===== src/rtl/sga_snake_engine.sv =====
// Snake game engine: circular-buffer body, serial self-collision check, serial LED render.
// Step and render each take length+1 cycles; step/render_start are ignored while busy, start aborts either.
module sga_snake_engine #(
   parameter int          GRID_W    = 3,
   parameter int          MAX_LEN   = 16,
   parameter int          WRAP      = 0,
   parameter logic [15:0] LFSR_SEED = 16'hACE1
) (
   input  logic                          clock,
   input  logic                          reset_n,
   input  logic                          start,
   input  logic [3:0]                    buttons,
   input  logic                          step,
   input  logic                          render_start,
   output logic                          busy,
   output logic                          render_done,
   output logic                          ate,
   output logic                          collision,
   output logic [$clog2(MAX_LEN):0]      length,
   output logic [2*GRID_W-1:0]           head_pos,
   output logic [2*GRID_W-1:0]           apple_pos,
   output logic [(1 << (2*GRID_W))-1:0]  leds
);

   localparam int CW = 2 * GRID_W;
   localparam int PW = $clog2(MAX_LEN);
   localparam int LW = PW + 1;
   localparam int NL = 1 << CW;

   localparam logic [3:0] DIR_UP    = 4'b1000;
   localparam logic [3:0] DIR_DOWN  = 4'b0100;
   localparam logic [3:0] DIR_LEFT  = 4'b0010;
   localparam logic [3:0] DIR_RIGHT = 4'b0001;

   typedef enum logic [2:0] {IDLE, CHECK, MOVE, RENDER, COMMIT} state_t;

   state_t            state;
   logic [15:0]       lfsr;
   logic [CW-1:0]     body [MAX_LEN];
   logic [PW-1:0]     hp;
   logic [LW-1:0]     idx;
   logic [3:0]        dir;
   logic [CW-1:0]     nh;
   logic              hit;
   logic [NL-1:0]     shadow;

   logic [GRID_W-1:0] row, col, nrow, ncol;
   logic              off_grid, wall, btn_ok, grow, last;
   logic [PW-1:0]     seg_ptr;
   logic [CW-1:0]     seg;

   assign row = head_pos[CW-1:GRID_W];
   assign col = head_pos[GRID_W-1:0];

   always_comb begin
      nrow     = row;
      ncol     = col;
      off_grid = 1'b0;
      case (dir)
         DIR_UP: begin
            nrow     = row - GRID_W'(1);
            off_grid = (row == '0);
         end
         DIR_DOWN: begin
            nrow     = row + GRID_W'(1);
            off_grid = &row;
         end
         DIR_LEFT: begin
            ncol     = col - GRID_W'(1);
            off_grid = (col == '0);
         end
         default: begin
            ncol     = col + GRID_W'(1);
            off_grid = &col;
         end
      endcase
   end

   // GRID_W-bit arithmetic already wraps, so WRAP only decides whether leaving the grid is fatal.
   assign wall    = off_grid && (WRAP == 0);
   assign btn_ok  = (buttons != 4'b0000) &&
                    ((buttons & (buttons - 4'd1)) == 4'b0000) &&
                    (buttons != {dir[2], dir[3], dir[0], dir[1]});
   assign grow    = (nh == apple_pos);
   assign last    = (idx == length - LW'(1));
   assign seg_ptr = hp - idx[PW-1:0];
   assign seg     = body[seg_ptr];
   assign busy    = (state != IDLE);

   always_ff @(posedge clock or negedge reset_n) begin
      if (!reset_n) begin
         lfsr <= LFSR_SEED;
      end else begin
         lfsr <= {lfsr[14:0], lfsr[15] ^ lfsr[13] ^ lfsr[12] ^ lfsr[10]};
      end
   end

   always_ff @(posedge clock or negedge reset_n) begin
      if (!reset_n) begin
         state       <= IDLE;
         length      <= LW'(1);
         hp          <= '0;
         head_pos    <= '0;
         dir         <= DIR_RIGHT;
         collision   <= 1'b0;
         ate         <= 1'b0;
         render_done <= 1'b0;
         leds        <= '0;
         apple_pos   <= LFSR_SEED[CW-1:0];
         idx         <= '0;
         nh          <= '0;
         hit         <= 1'b0;
         shadow      <= '0;
         for (int i = 0; i < MAX_LEN; i++) begin
            body[i] <= '0;
         end
      end else begin
         ate         <= 1'b0;
         render_done <= 1'b0;
         if (start) begin
            state     <= IDLE;
            length    <= LW'(1);
            hp        <= '0;
            body[0]   <= '0;
            head_pos  <= '0;
            dir       <= DIR_RIGHT;
            collision <= 1'b0;
            apple_pos <= lfsr[CW-1:0];
            leds      <= '0;
            idx       <= '0;
            hit       <= 1'b0;
         end else begin
            if (btn_ok) begin
               dir <= buttons;
            end
            case (state)
               IDLE: begin
                  if (step && !collision) begin
                     nh    <= {nrow, ncol};
                     idx   <= '0;
                     hit   <= 1'b0;
                     state <= CHECK;
                     if (wall) begin
                        collision <= 1'b1;
                     end
                  end else if (render_start && !step) begin
                     shadow <= '0;
                     idx    <= '0;
                     state  <= RENDER;
                  end
               end
               CHECK: begin
                  // A wall hit already raised collision on entry; nothing left to scan.
                  if (collision) begin
                     state <= IDLE;
                  end else begin
                     // The tail moves away this step unless the snake grows into the apple.
                     if ((seg == nh) && (!last || grow)) begin
                        hit <= 1'b1;
                     end
                     idx <= idx + LW'(1);
                     if (last) begin
                        state <= MOVE;
                     end
                  end
               end
               MOVE: begin
                  if (hit) begin
                     collision <= 1'b1;
                  end else begin
                     hp                  <= hp + PW'(1);
                     body[hp + PW'(1)]   <= nh;
                     head_pos            <= nh;
                     if (grow) begin
                        ate       <= 1'b1;
                        apple_pos <= lfsr[CW-1:0];
                        if (length != LW'(MAX_LEN)) begin
                           length <= length + LW'(1);
                        end
                     end
                  end
                  state <= IDLE;
               end
               RENDER: begin
                  shadow[seg] <= 1'b1;
                  idx         <= idx + LW'(1);
                  if (last) begin
                     state <= COMMIT;
                  end
               end
               COMMIT: begin
                  leds        <= shadow | (NL'(1) << apple_pos);
                  render_done <= 1'b1;
                  state       <= IDLE;
               end
               default: state <= IDLE;
            endcase
         end
      end
   end

endmodule


===== config.mk =====
export PLATFORM = sky130hd
export DESIGN_NAME = sga_snake_engine
export DESIGN_NICKNAME = d
export VERILOG_FILES = /design/src/rtl/sga_snake_engine.sv
export SDC_FILE = /design/constraint.sdc
export NUM_CORES = 1
export LEC_CHECK = 0
export ABC_AREA = 1
export CORE_MARGIN = 2
export CORE_UTILIZATION = 60
export CTS_CLUSTER_DIAMETER = 120
export DETAILED_ROUTE_END_ITERATION = 12
export GPL_TIMING_DRIVEN = 0
export PLACE_DENSITY = 0.89
export SKIP_LAST_GASP = 1
export SYNTH_ARGS = -nofsm -noshare
export SYNTH_HDL_FRONTEND = slang
export SYNTH_SLANG_ARGS = --single-unit
export TNS_END_PERCENT = 1

===== constraint.sdc =====
create_clock -name clock -period 6.05 [get_ports clock]
set_input_delay 1.21 -clock clock [delete_from_list [all_inputs] [get_ports clock]]
set_output_delay 1.21 -clock clock [all_outputs]
set_load 0.1 [all_outputs]

==> reports/metrics.cfg, run 1 <==
[layout]
final_common_cell=nand2_1
fin_area_sq_um=15700
n_antenna_cell=0
stdcell_count=2028
finalNetCount=1747
layout_common_cells=440 x nand2_1, 271 x dfrtp_1, 175 x o21ai_0
drive_gt1_frac=0.0784
areaGrowthSynthToFinish_pct=18.6

[synth]
seq_area_frac_synth=0.537
synth_ff_type=dfrtp_1
synth_area_leader_cell=dfrtp_1
ys_top_cells_by_area=dfrtp_1 51%, nand2_1 13%, o21ai_0 6.6%
synth_nets=1620
netlist_area_sq_um=13200
synth_cell_types=39
ys_ff_latch=283
synthCells=1597
avgSynthCellArea_sq_um=8.27
yosysWarnings=0
synthArstFlopShare=1.00
synth_edf_count=0
synth_top_area_frac=0.514

[hold_path]
hold_class=register to register

[die]
die-area_sq_um=23200
die_w_microns=152
ioPinCount=94
rows=54
die_h_microns=152
initial_utilization=0.609
fp.coreArea_sq_um=21700

[critical_path]
crit_type=register to output port
critPathArrivalTime_ns=2.56
worstPathMaxFanout=6
r2r_end=shadow[13]
reg2reg_setup_slack_ns=2.55
start_kind=register
cp-endpoint=busy
worst_setup_path_end_kind=output port
rr_startpoint=hp[0]
startpoint=state[0]
reg2reg_depth=17
required_ns=4.84

[sta]
min_period_over_period=0.624
tightestPinTransition_ns=1.04
rsz0062_at_grt=no
setup_viol=0
hold_violations=0
finalCriticalPeriod_ns=3.77
max_clock_freq_mhz=265
whs_ns=0.350
worst_slack_ns=2.28
maxSlewHeadroom=0.305
final_max_slew_viol_count=0
fin_skew_ns=0.00993

[cts]
tritoncts=done
htree_levels=1
root_buffer=clkbuf_16
ctsLongestPathBuffers=3
cts_hold_buf=0
numCtsBuffers=30
cts.sinks=283
cts_setup_buffers=0
clk_latency_ns=0.56
postCtsResizedCells=0
clk_pin_slew_ns=0.06

[global_route]
grt_pass1_wl_microns=61700
grt_pass1_vias=12100
grt.total_usage=0.328
antenna_found_initial=0
grt_max_degree=123
overflow=0

[power_and_ir_drop]
p_int_w=0.00425
power_leakage_nw=7.15
total_power_w=0.00755
p_sw_w=0.00329
seqPwrFrac=0.307
combPwrFrac=0.420
ir_worst_vdd_mv=0.289
p_sw_frac=0.436
power_density_nw_per_um2=482
clkPwrFrac=0.273

[run_status]
status=completed

[routing]
via_count=12400
drtIter0Drc=1562
wl_per_cell_microns=18.9
firstDrtPassIters=7
drt_wl_total_microns=38400
post-route-drc-count=0
avgViaCountPerCell=6.11
ant_nets=0

[flow_run]
drv_cap=0

[place]
gp_congestion=0.988
placed_cells=1972
port_buffers=93
post-place-ws_ns=2.56
placed_cell_area_sq_um=14500
detailed_place_hpwl_microns=26200

-- worst min path at each step --
stage,cells past startpoint,end,startpoint
2_1_floorplan,0,lfsr[9],lfsr[8]
3_3_place_gp,0,lfsr[10],lfsr[9]
3_5_place_dp,0,lfsr[15],lfsr[14]
4_1_cts,0,lfsr[15],lfsr[14]
5_1_grt,0,lfsr[15],lfsr[14]
6_report,0,lfsr[15],lfsr[14]
-- synth_stat cells, types with 2 or more instances --
master / instances
nand4_1: 9
nor4_1: 3
buf_6: 2
nand2_4: 2
xnor2_1: 5
inv_2: 14
buf_1: 5
nor2_2: 7
nor3_1: 11
a31oi_1: 3
inv_1: 90
nand2_2: 7
a21oi_1: 118
dfrtp_1: 271
nor2_4: 9
o32ai_1: 5
buf_4: 6
xor2_1: 5
nand3_1: 166
clkinv_1: 2
o21ai_0: 175
dfstp_2: 12
fa_1: 3
o21ai_1: 15
nand2_1: 440
o22ai_1: 12
nor3_4: 4
ha_1: 11
clkbuf_1: 55
buf_2: 17
nor2_1: 105
-- state kept, by name (all words and copies together) (netlist names) --
register,count
render_done,1
ate,1
collision,1
hp,4
body,96
length,5
dir,4
idx,5
lfsr,16
state,3
nh,6
head_pos,6
apple_pos,6
hit,1
shadow,64
leds,64
-- through the flow --
step	utilization	TNS, ns
floorplan	-	0
global placement	0.668	-2172.88
detailed placement	0.671	0
CTS	0.722	0
global route	0.722	0
finish	0.722	0
-- cell families after synthesis --
kind of cell / Yosys count / synth area share
AOI/OAI and AO/OA: 332 / 0.130
xor gates and xnor gates: 11 / 0.00786
adders and majority gates: 14 / 0.0150
buffers and inverters: 191 / 0.0587
DFF: 283 / 0.537
and+or+nand+nor: 766 / 0.251
-- cell type report --
class	instances	area, sq um
Sequential cell	283	7100
Fill cell	1476	6030
Multi-Input combinational cell	1123	5330
Timing Repair Buffer	95	991
Clock buffer	42	857
Inverter	106	398
Buffer	85	378
Tap cell	280	350
Clock inverter	14	251
-- metal layers --
| metal | vias to the layer above | wire, microns | GRT usage |
|---|---|---|---|
| met4 | 0 | 1480 | 0.134 |
| met2 | 781 | 17800 | 0.519 |
| met3 | 149 | 4080 | 0.0717 |
| met5 | - | 0 | 0 |
| li1 | 5503 | - | - |
| met1 | 5961 | 15000 | 0.444 |
-- power groups by stage --
stage	logic [W]	registers, W	clock network [W]
3_5_place_dp	0.00304	0.00234	0
2_1_floorplan	0.00207	0.00242	0
3_3_place_gp	0.00296	0.00233	0
4_1_cts	0.00307	0.00231	0.00206
6_report	0.00317	0.00232	0.00206
5_1_grt	0.00341	0.00234	0.00213
-- critical path, stage by stage (launching register included) --
cell	delay (ns)
dfrtp_1	0.43
nor3_1	0.39
inv_1	0.17
clkdlybuf4s50_1	1.01
No activity file was read; power rests on OpenSTA's default activity.
==> run 2, diff against run 1 <==
--- a/config.mk
+++ b/config.mk
@@ -7,11 +7,11 @@
 export LEC_CHECK = 0
 export ABC_AREA = 1
 export CORE_MARGIN = 2
-export CORE_UTILIZATION = 60
+export CORE_UTILIZATION = 53
 export CTS_CLUSTER_DIAMETER = 120
 export DETAILED_ROUTE_END_ITERATION = 12
 export GPL_TIMING_DRIVEN = 0
-export PLACE_DENSITY = 0.89
+export PLACE_DENSITY = 0.84
 export SKIP_LAST_GASP = 1
 export SYNTH_ARGS = -nofsm -noshare
 export SYNTH_HDL_FRONTEND = slang
==> constraint.sdc (replaced) <==
create_clock -name clock -period 3.35 [get_ports clock]
set_input_delay 0.67 -clock clock [delete_from_list [all_inputs] [get_ports clock]]
set_output_delay 0.67 -clock clock [all_outputs]
set_load 0.1 [all_outputs]
==> reports/metrics.cfg, run 2 (same netlist as run 1, synthesis figures left out) <==
[run_status]
status=completed

[layout]
areaGrowthSynthToFinish_pct=18.4
n_antenna_cell=0
stdcell_count=2068
top_register=body
drive_gt1_frac=0.0814
layout_common_cells=438 x nand2_1, 270 x dfrtp_1, 175 x o21ai_0
top_regs=body (96), leds (64), shadow (64)
final_common_cell=nand2_1
finalNetCount=1745
fin_area_sq_um=15600
largest_reg_flops=96

[power_and_ir_drop]
p_sw_w=0.00590
power_leakage_nw=7.10
p_int_w=0.00743
seqPwrFrac=0.313
combPwrFrac=0.430
clkPwrFrac=0.257
ir_worst_vdd_mv=0.468
p_sw_frac=0.443
power_density_nw_per_um2=853

[sta]
hold_violations=0
min_period_over_period=0.965
max_clock_freq_mhz=309
whs_ns=0.00387
finalCriticalPeriod_ns=3.23
maxSlewHeadroom=0.304
fin_skew_ns=0.00865
rsz0062_at_grt=yes
setup_viol=0
tightestPinTransition_ns=1.04
final_max_slew_viol_count=0

[die]
fp.coreArea_sq_um=24400
die-area_sq_um=26200
initial_utilization=0.541
die_w_microns=162
ioPinCount=94
die_h_microns=162
rows=57

[routing]
avgViaCountPerCell=5.85
wl_per_cell_microns=18.1
firstDrtPassIters=6
ant_nets=0
drt_wl_total_microns=37400
post-route-drc-count=0
drtIter0Drc=1530
via_count=12100

[critical_path]
path_cells=nor3_1, inv_1, clkdlybuf4s50_1
crit_type=register to output port
critPathArrivalTime_ns=2.56
required_ns=2.68
slowest_stage=clkdlybuf4s50_1
worst_setup_path_end_kind=output port
start_kind=register
worstPathMaxFanout=6
max_stage_delay_ns=1.00

[global_route]
overflow=0
grt_pass1_vias=11600
grt.total_usage=0.287
grt_max_degree=129
grt_pass1_wl_microns=60200
antenna_found_initial=0

[cts]
cts_hold_buf=0
root_buffer=clkbuf_16
clk_pin_slew_ns=0.07
numCtsBuffers=28
cts_setup_buffers=0
clk_latency_ns=0.56
htree_levels=1
cts.sinks=283
ctsLongestPathBuffers=3
tritoncts=done

[place]
placed_cell_area_sq_um=14600
gp_congestion=1.01
detailed_place_hpwl_microns=25700
port_buffers=93
placed_cells=2016

[hold_path]
hold_class=primary input to async pin

[flow_run]
drv_cap=0

==> run 2: cell count changes in the layout (fill, tap and decap cells not counted), moves of 2 or more <==
cell and change:
buf_2 -2, bufinv_16 -2, clkbuf_1 -4, clkbuf_16 -3, clkbuf_4 +2, clkinvlp_4 +2
nand2_1 -2, nand2_2 +2
==> run 2: routing by layer <==
layer,GRT usage,up-vias,share of wire
li1,-,5489,-
met1,0.402,5856,0.41
met2,0.460,661,0.46
met3,0.0529,97,0.099
met4,0.0885,0,0.029
met5,0,-,0
==> run 2: critical path, delay by kind of cell, from the launching register on <==
family	cells	cell delay [ns]
flip-flops	1	0.43
buffers and inverters	2	1.17
AND/OR/NAND/NOR	1	0.39
==> run 2: repair_timing <==
action,4_1_cts,5_1_grt
endpoints found under the setup margin,6,63
gates resized for setup,1,7
pin swaps,0,3
==> run 2: stage by stage <==
step / total power [W] / utilization / setup WS [ns] / setup TNS [ns]
after floorplan: 0.00810 / - / 0.744 / 0
after global placement: 0.00957 / 0.596 / -10.10 / -2810.85
after detailed placement: 0.00967 / 0.599 / -0.00950 / -0.00950
after CTS: 0.0131 / 0.640 / 0.0535 / 0
after global routing: 0.0140 / 0.641 / -0.0362 / -0.137
final: 0.0133 / 0.641 / 0.118 / 0
==> run 2: worst paths after layout <==
check	from	end	slack, ns	cells after the start
setup / recovery	state[0]	busy	0.12	3
hold / removal	reset_n	body[71]	0.004	1
setup reg to reg	hp[0]	shadow[21]	0.14	16
hold reg to reg	lfsr[14]	lfsr[15]	0.35	0
max in group asynchronous	reset_n	shadow[29]	2.40	2
min in group clock	lfsr[14]	lfsr[15]	0.35	0
==> run 2: layout make-up <==
cell class | count | area, sq um
clock buffer | 36 | 781
clock inverter | 16 | 225
tap | 324 | 405
sequential | 283 | 7100
inverter | 106 | 398
fill | 1973 | 8760
multi-input combinational | 1123 | 5350
timing repair buffer | 95 | 991
buffer | 85 | 383
==> run 2: power groups by stage <==
| stage | Clock (W) | Combinational (W) | Sequential (W) |
|---|---|---|---|
| 3_3_place_gp | 0 | 0.00536 | 0.00421 |
| 2_1_floorplan | 0 | 0.00373 | 0.00437 |
| 4_1_cts | 0.00343 | 0.00554 | 0.00416 |
| 6_report | 0.00342 | 0.00573 | 0.00418 |
| 3_5_place_dp | 0 | 0.00546 | 0.00421 |
| 5_1_grt | 0.00356 | 0.00618 | 0.00422 |
